$ cat config.mk
export PLATFORM = sky130hd
export DESIGN_NAME = switch_cfg_loader
export DESIGN_NICKNAME = d
export VERILOG_FILES = /design/src/rtl/switch_cfg_loader_pkg.sv /design/src/rtl/switch_cfg_loader_cfg_shift_xor.sv /design/src/rtl/switch_cfg_loader.sv
export SDC_FILE = /design/constraint.sdc
export NUM_CORES = 1
export LEC_CHECK = 0
export CAP_MARGIN = 20
export CORE_UTILIZATION = 50
export DETAILED_ROUTE_END_ITERATION = 7
export GPL_TIMING_DRIVEN = 0
export PLACE_DENSITY = 0.73
export SLEW_MARGIN = 20
export SYNTH_ARGS = -nofsm -noshare
export SYNTH_HDL_FRONTEND = slang
export SYNTH_HIERARCHICAL = 1
export SYNTH_SLANG_ARGS = --single-unit
$ cat constraint.sdc
create_clock -name clk -period 2.42 [get_ports clk]
set_input_delay 0.484 -clock clk [delete_from_list [all_inputs] [get_ports clk]]
set_output_delay 0.484 -clock clk [all_outputs]
set_load 0.02 [all_outputs]
$ cat src/rtl/switch_cfg_loader_pkg.sv
// Shared constants and types for the switch configuration loader
// and the switch matrix that consumes its configuration words.
package switch_cfg_loader_pkg;

  localparam int WORD_W  = 6;
  localparam int N_TB    = 5;
  localparam int N_LR    = 4;
  localparam int N_WORDS = 2*N_TB + 2*N_LR;
  localparam int CFG_W   = N_WORDS*WORD_W;

  localparam logic [7:0] SYNC = 8'hA5;

  localparam logic [2:0] SEL_OFF    = 3'd0;
  localparam logic [2:0] SEL_TOP    = 3'd1;
  localparam logic [2:0] SEL_RIGHT  = 3'd2;
  localparam logic [2:0] SEL_BOTTOM = 3'd3;
  localparam logic [2:0] SEL_LEFT   = 3'd4;

  localparam int IDX_TOP0    = 0;
  localparam int IDX_BOTTOM0 = N_TB;
  localparam int IDX_LEFT0   = 2*N_TB;
  localparam int IDX_RIGHT0  = 2*N_TB + N_LR;

  typedef enum logic [1:0] {
    HUNT,
    LOAD,
    CKSUM,
    COMMIT
  } state_e;

endpackage

$ cat src/rtl/switch_cfg_loader_cfg_shift_xor.sv
// Serial-to-word shifter: packs MSB-first bits into words, stacks
// them into a shadow image and keeps a running XOR of the words.
module cfg_shift_xor
  import switch_cfg_loader_pkg::*;
#(
  parameter int W = WORD_W,
  parameter int N = N_WORDS
) (
  input  logic           clk,
  input  logic           rst_n,
  input  logic           clr_i,
  input  logic           en_i,
  input  logic           bit_i,
  output logic [N*W-1:0] shadow_o,
  output logic [W-1:0]   xor_o,
  output logic           last_o
);

  localparam int BW = $clog2(W+1);
  localparam int NCW = $clog2(N+1);

  logic [BW-1:0]  bit_cnt_q;
  logic [NCW-1:0] word_cnt_q;
  logic [W-1:0]   word_q;
  logic [W-1:0]   xor_q;
  logic [N*W-1:0] shadow_q;
  logic [W-1:0]   word_d;
  logic           wrap;

  assign word_d = {word_q[W-2:0], bit_i};
  assign wrap   = (bit_cnt_q == BW'(W-1));
  assign last_o = en_i && wrap && (word_cnt_q == NCW'(N-1));

  assign shadow_o = shadow_q;
  assign xor_o    = xor_q;

  // Completed words enter at the top so word 0 ends up lowest.
  always_ff @(posedge clk or negedge rst_n) begin
    if (!rst_n) begin
      bit_cnt_q  <= '0;
      word_cnt_q <= '0;
      word_q     <= '0;
      xor_q      <= '0;
      shadow_q   <= '0;
    end else if (clr_i) begin
      bit_cnt_q  <= '0;
      word_cnt_q <= '0;
      word_q     <= '0;
      xor_q      <= '0;
      shadow_q   <= '0;
    end else if (en_i) begin
      word_q <= word_d;
      if (wrap) begin
        bit_cnt_q  <= '0;
        word_cnt_q <= word_cnt_q + 1'b1;
        xor_q      <= xor_q ^ word_d;
        shadow_q   <= {word_d, shadow_q[N*W-1:W]};
      end else begin
        bit_cnt_q <= bit_cnt_q + 1'b1;
      end
    end
  end

endmodule

$ cat src/rtl/switch_cfg_loader.sv
// Serial frame loader for the switch matrix: hunts SYNC, loads
// 18 words, checks the XOR checksum and commits atomically.
module switch_cfg_loader #(
  parameter int         N_TB   = 5,
  parameter int         N_LR   = 4,
  parameter int         WORD_W = 6,
  parameter logic [7:0] SYNC   = 8'hA5
) (
  input  logic clk,
  input  logic rst_n,
  input  logic cfg_bit,
  input  logic cfg_valid,
  output logic cfg_ready,
  input  logic cfg_clear,
  output logic [(2*N_TB+2*N_LR)*WORD_W-1:0] cfg_words,
  output logic cfg_loaded,
  output logic cfg_done,
  output logic cfg_err
);

  import switch_cfg_loader_pkg::state_e;
  import switch_cfg_loader_pkg::HUNT;
  import switch_cfg_loader_pkg::LOAD;
  import switch_cfg_loader_pkg::CKSUM;
  import switch_cfg_loader_pkg::COMMIT;

  localparam int NW = 2*N_TB + 2*N_LR;
  localparam int CW = NW*WORD_W;
  localparam int KW = $clog2(WORD_W+1);

  state_e          state_q;
  logic [7:0]      win_q;
  logic [KW-1:0]   ck_cnt_q;
  logic [CW-1:0]   words_q;
  logic            loaded_q;
  logic            done_q;
  logic            err_q;

  logic            acc;
  logic [7:0]      win_d;
  logic            sync_hit;
  logic            sx_clr;
  logic            sx_en;
  logic            sx_last;
  logic [CW-1:0]   shadow;
  logic [WORD_W-1:0] sx_xor;

  assign acc      = cfg_valid && (state_q != COMMIT);
  assign win_d    = {win_q[6:0], cfg_bit};
  assign sync_hit = acc && (state_q == HUNT) && (win_d == SYNC);
  assign sx_clr   = cfg_clear || sync_hit;
  assign sx_en    = acc && (state_q == LOAD);

  cfg_shift_xor #(
    .W (WORD_W),
    .N (NW)
  ) u_shift (
    .clk      (clk),
    .rst_n    (rst_n),
    .clr_i    (sx_clr),
    .en_i     (sx_en),
    .bit_i    (cfg_bit),
    .shadow_o (shadow),
    .xor_o    (sx_xor),
    .last_o   (sx_last)
  );

  // The sync window doubles as the checksum shifter (WORD_W <= 8).
  always_ff @(posedge clk or negedge rst_n) begin
    if (!rst_n) begin
      state_q  <= HUNT;
      win_q    <= '0;
      ck_cnt_q <= '0;
      words_q  <= '0;
      loaded_q <= 1'b0;
      done_q   <= 1'b0;
      err_q    <= 1'b0;
    end else begin
      done_q <= 1'b0;
      err_q  <= 1'b0;
      if (cfg_clear) begin
        state_q  <= HUNT;
        win_q    <= '0;
        ck_cnt_q <= '0;
        words_q  <= '0;
        loaded_q <= 1'b0;
      end else begin
        unique case (state_q)
          HUNT: begin
            if (acc) begin
              win_q <= sync_hit ? 8'h00 : win_d;
              if (sync_hit) state_q <= LOAD;
            end
          end
          LOAD: begin
            if (sx_last) begin
              state_q  <= CKSUM;
              ck_cnt_q <= '0;
            end
          end
          CKSUM: begin
            if (acc) begin
              win_q    <= win_d;
              ck_cnt_q <= ck_cnt_q + 1'b1;
              if (ck_cnt_q == KW'(WORD_W-1)) begin
                win_q <= '0;
                if (win_d[WORD_W-1:0] == sx_xor) begin
                  state_q  <= COMMIT;
                  words_q  <= shadow;
                  done_q   <= 1'b1;
                  loaded_q <= 1'b1;
                end else begin
                  state_q <= HUNT;
                  err_q   <= 1'b1;
                end
              end
            end
          end
          COMMIT: state_q <= HUNT;
          default: state_q <= HUNT;
        endcase
      end
    end
  end

  assign cfg_ready  = (state_q != COMMIT);
  assign cfg_words  = words_q;
  assign cfg_loaded = loaded_q;
  assign cfg_done   = done_q;
  assign cfg_err    = err_q;

endmodule

======== Word level (Yosys, flattened, before mapping) ========
Cells that the tools add are included.
operators by class
  add/subtract/negate cells ............... 3
  eq/ne operators ......................... 14
  multiplexer cells ....................... 52
  bitwise logic cells ..................... 1
  reductions and logical operators ........ 21
operators by type and width
  kind                                                           count
  108-bit 2-to-1 mux                                             8
  7-bit 2-to-1 mux                                               5
  5-bit 2-to-1 mux                                               5
  3-bit 2-to-1 mux                                               6
  6-bit 2-to-1 mux                                               3
  1-bit 2-to-1 mux                                               15
  3-bit inequality test, second input constant                   5
  2-bit 2-to-1 mux                                               7
  7-bit case mux with 2 select lines                             1
  2-bit nonzero test                                             6
  8-bit equality test, second input constant                     1
  2-bit case mux with 4 select lines                             1
  3-bit by 1-bit adder with 3-bit output, second input constant  2
  3-bit equality test, second input constant                     2
  6-bit equality test                                            1
  1-bit logical AND                                              6
  3-bit case mux with 2 select lines                             1
  3-bit AND reduction                                            2
  3-bit nonzero test                                             2
  6-bit bitwise XOR                                              1
  5-bit by 1-bit adder with 5-bit output, second input constant  1
  5-bit equality test, second input constant                     1
  5-bit AND reduction                                            1
  2-bit equality test, second input constant                     2
  6 further kinds                                                6
storage, ports and cells
  flip-flop bits (word level) ............. 250
  bits of input ports ..................... 5
  output and inout port bits .............. 112
  logic and storage cells ................. 103

======== Logic depth before layout (Yosys ltp) ========
  depth after elaboration ................. 8
  depth in mapped cells ................... 9

======== Modules after synthesis ========
The synthesis kept the hierarchy.
modules (own cells, without submodules)
  module             times used  cells each  area an instance (µm²)
  cfg_shift_xor      1           550         5133.7
  switch_cfg_loader  1           317         4611.9

======== Worst setup path before layout ========
OpenSTA, ideal clock, no wires.
  kind .................................... register -> register
  from .................................... reg state_q[1]
  to ...................................... reg state_q[0]
  setup time .............................. 126 ps
  arrival ................................. 2049 ps
  data required time ...................... 2294 ps
  slack ................................... 245 ps
  stages on the path, launching flop included .. 10
  buffers on the path ..................... 2
  period minus slack after synthesis ...... 2175 ps
  path through ............................ dfrtp_1 > nor2b_1 > and2_1 > buf_6 > nand4b_1 > clkbuf_1 > nor4_1 > nor2_1 > o2bb2a_1 > o21ai_0
between the ends
  longest elaborated chain between the ends .. 7
  elaborated cells on any way between the ends .. 19
RTL lines
  what                                      RTL line                               RTL
  start: declaration                        switch_cfg_loader.sv:31                state_e state_q;
  start signal: assignment                  switch_cfg_loader.sv:71                state_q <= HUNT;
  start signal: assignment                  switch_cfg_loader.sv:82                state_q <= HUNT;
  start signal: assignment                  switch_cfg_loader.sv:92                if (sync_hit) state_q <= LOAD;
  2-bit inequality test                     switch_cfg_loader.sv:48                assign acc = cfg_valid && (state_q != COMMIT);
  1-bit logical AND                         switch_cfg_loader.sv:48
  1-bit logical AND *                       switch_cfg_loader.sv:52                assign sx_en = acc && (state_q == LOAD);
  named net sx_en                           switch_cfg_loader.sv:43                logic sx_en;
  1-bit logical AND * (2 in series)         switch_cfg_loader_cfg_shift_xor.sv:32  assign last_o = en_i && wrap && (word_cnt_q == NCW'(N-1));
  named net sx_last                         switch_cfg_loader.sv:44                logic sx_last;
  3-bit inequality test (no source line) *  --
  5-bit AND reduction (no source line) *    --
Mark *: on every way through the listed nets, which the timed path passes. The rest lies on a longest branch.
A chain may end at the register's enable or synchronous reset.

======== Worst setup path after layout ========
Ends and elaborated chain as after synthesis.

==> impl_metrics.ini <==
[run_status]
outcome = complete, no violations

[clock_network]
cts_num_sinks = 250
cts_tree = built
clkLatencyLatePin_ns = 0.51
clk_pin_slew_worst_paths_ns = 0.06
root_buffer = clkbuf_16
clockBufferDepth = 3
numCtsBuffers = 25
htree_levels = 1

[die]
row_count = 50
die_w_um = 141.6
die_area_sq_mm = 0.02005
die_y_um = 141.6
initial_core_util_pct = 51.58
ios = 117
core_area_sq_mm = 0.01889

[setup_path]
required_ns = 2.80
critPathMaxFanout = 10
critPathCaptureType = flop
setup.worst_path.class = flop to flop
arrival_ns = 2.70
critPathLaunchType = flop
crit_slowest_cell = dfrtp_2
path_cells = nor2b_2 > and2_1 > buf_6 > nand4b_1 > clkbuf_8 > nor4_4 > buf_4 > nor2_1 > o2bb2a_1 > o21ai_0
max_stage_delay_ns = 0.47

[logic_synthesis]
synth-simple-area-share_pct = 12.12
ys_seq_area_share_pct = 64.19
synth_top_family_by_area = compound AO/OA/AOI/OAI gates
syn_area_per_cell_sq_um = 11.24
synth_ff_type = dfrtp_1
synth_edf_count = 0
ys_types = 41
netlist_area_sq_mm = 0.009746
ys_warn_count = 6
synth_xor_area_share_pct = 0.8088
async_reset_ff_share_pct = 100.0
yosys_register_bits = 250
synth-compound-area-share_pct = 17.11
syn_nets = 876
synthCells = 867
synth_fa_ha_area_share_pct = 0.5135
muxShareOfSynthArea_pct = 1.425

[sta]
final.min_clock_period_ns = 2.323
max_freq_mhz = 430.6
slew_headroom_pct = 62.69
skew_ns = 0.01251
setup_viol = 0
timing.final.crit_share_pct = 95.97
worst_pin_slew_ns = 0.5585
final_max_slew_viol_count = 0
finalHoldViolations = 0
rsz0062_at_grt = yes
fin_setup_tns_ns = 0

[cells_and_area]
diodes = 0
stdcell_count = 1295
final_util_pct = 64.49
syn_to_final_growth_pct = 25.02
final_area_sq_mm = 0.01218
final_layout_size_suffix_gt1_share_pct = 11.01
final_nets = 1026

[grt]
antenna_found_initial = 0
grt.busiest_layer = met2
grt_overflow = 0
grt_use_met2_pct = 34.35
use_met1_pct = 32.64
grt_max_degree = 101
grt_use_total_pct = 21.92
grt_pass1_wl_mm = 35.32
grt_use_met3_pct = 2.599
grt_pass1_vias = 6892

[worst_hold_path]
hp-class = flop to flop

[power]
vdd_drop_max_v = 0.0004481
power_density_mw_per_mm2 = 668.0
leakagePower_nw = 5.415

[route]
drtIter0Drc = 366
wl_mm = 21.45
drc_errors = 0
dr.pass1.iters = 5
ant_nets = 0
routedWlPerCell_um = 16.56
route.vias.total = 6993
vias_per_cell = 5.400

[placed_design]
io_buffers = 116
dp.final_hpwl_mm = 14.01
dpl.cell_count = 1245
placed_area_sq_mm = 0.01129
gp_congestion = 0.7951

[run]
drv_cap = 0
## stage by stage
| stage | total power, mW | setup slack, ns | hold WS [ns] |
|---|---|---|---|
| 2_1_floorplan | 4.343 | 0.2450 | 0.1884 |
| 4_1_cts | 8.217 | 0 | 0.5014 |
| 3_3_place_gp | 4.468 | -9.559 | 0.4825 |
| 5_1_grt | 8.402 | -0.06816 | 0.5142 |
| 6_report | 8.139 | 0.09745 | 0.4959 |
| 3_5_place_dp | 4.477 | -0.8787 | 0.4417 |
## layer usage
metal | part of all wire (%) | vias to the layer above
met1 | 48 | 3476
met5 | 0 | -
li1 | - | 3321
met3 | 3.8 | 35
met2 | 47 | 161
met4 | 1.8 | 0
## flip-flops by register name (all words and copies together) (netlist names), 2 cells and up
name,flops
ck_cnt_q,3
u_shift/word_q,5
u_shift/word_cnt_q,5
state_q,2
win_q,7
u_shift/xor_o,6
cfg_words,108
u_shift/shadow_o,108
u_shift/bit_cnt_q,3
## cell type report
type / instances / area (sq um)
Tap cell: 260 / 325.3
Sequential cell: 250 / 6259
Timing Repair Buffer: 123 / 1261
Clock inverter: 8 / 75.07
Fill cell: 1532 / 6709
Clock buffer: 37 / 730.7
Inverter: 4 / 15.01
Multi-Input combinational cell: 550 / 3139
Buffer: 63 / 379.1
## worst max-delay path: cells and delay by family (launching register included)
kind                   cells  cell delay (ns)
AOI/OAI and AO/OA          2             0.32
buffers and inverters      3             0.62
and+or+nand+nor            5             0.78
DFF                        1             0.47
## kinds of logic after synthesis
| family | count (synthesis) |
|---|---|
| XOR/XNOR | 9 |
| buffers and inverters | 67 |
| multiplexers | 13 |
| adder cells (fa/ha/maj) | 4 |
| AO/OA/AOI/OAI | 240 |
| AND/OR/NAND/NOR | 284 |
| flip-flops | 250 |
## report_power, final
part	leakage, nW	switching, mW	internal [mW]
combinational	1.53	0.169	0.0460
sequential	3.49	0.00236	4.18
clock	0.397	1.54	2.20
## layout by cell type, fill, tap and decap left out, types with 2 or more instances in the layout
master | Yosys | final
inv_1 | 4 | 4
clkinv_2 | 0 | 4
clkbuf_16 | 0 | 25
a21oi_1 | 115 | 115
mux2_2 | 3 | 3
ha_1 | 4 | 4
nand3_1 | 5 | 5
nand4b_1 | 2 | 2
mux2_1 | 4 | 4
xnor2_1 | 6 | 6
nand2_1 | 223 | 223
nand4_1 | 2 | 2
o21ai_0 | 4 | 4
and3b_1 | 2 | 2
nor2b_2 | 0 | 2
clkbuf_8 | 0 | 7
xor2_1 | 3 | 3
or3_1 | 3 | 3
buf_1 | 7 | 3
buf_2 | 28 | 32
clkbuf_2 | 0 | 5
nor3_1 | 3 | 3
mux2i_1 | 6 | 6
dfrtp_2 | 0 | 2
inv_6 | 0 | 2
a22o_1 | 115 | 115
buf_6 | 4 | 4
clkbuf_1 | 9 | 9
buf_4 | 15 | 19
dfrtp_1 | 250 | 248
and2_1 | 3 | 3
clkdlybuf4s50_1 | 0 | 115
nor2b_1 | 9 | 7
nor2_1 | 22 | 22
buf_16 | 0 | 2
## synth_stat cells, types with 2 or more instances
library cell | n | area (sq um)
nor3_1 | 3 | 15.01
nand4_1 | 2 | 12.51
nand3_1 | 5 | 25.02
and2_1 | 3 | 18.77
dfrtp_1 | 250 | 6256
or3_1 | 3 | 18.77
ha_1 | 4 | 50.05
clkbuf_1 | 9 | 33.78
and3b_1 | 2 | 17.52
nand4b_1 | 2 | 17.52
nor2b_1 | 9 | 56.30
buf_1 | 7 | 26.28
xnor2_1 | 6 | 52.55
a21oi_1 | 115 | 575.6
a22o_1 | 115 | 1007
mux2_1 | 4 | 45.04
nor2_1 | 22 | 82.58
nand2b_1 | 2 | 12.51
mux2i_1 | 6 | 60.06
mux2_2 | 3 | 33.78
xor2_1 | 3 | 26.28
buf_2 | 28 | 140.1
inv_1 | 4 | 15.01
buf_4 | 15 | 112.6
o21ai_0 | 4 | 20.02
buf_6 | 4 | 45.04
nand2_1 | 223 | 837.1
## path summary, 6_finish.rpt
| kind | start | to | slack [ns] | depth (start not counted) |
|---|---|---|---|---|
| worst max-delay path | state_q[1] | state_q[0] | 0.1 | 10 |
| worst min-delay path | cfg_words[85] | cfg_words[85] | 0.50 | 1 |
| worst max register to register | state_q[1] | state_q[0] | 0.1 | 10 |
| worst min register to register | cfg_words[85] | cfg_words[85] | 0.50 | 1 |
| max in group asynchronous | rst_n | cfg_words[78] | 1.10 | 3 |
| min in group asynchronous | rst_n | cfg_words[19] | 0.51 | 2 |
## timing repair
item / 4_1_cts / 5_1_grt
resized for setup: 14 / 5
buffers inserted: 1 / 3
pin swaps: 1 / 0
hold buffers: 1 / 0
endpoints found under the setup margin: 95 / 125
endpoints found under the hold margin: 52 / 0
(Power assumes the default switching activity.)
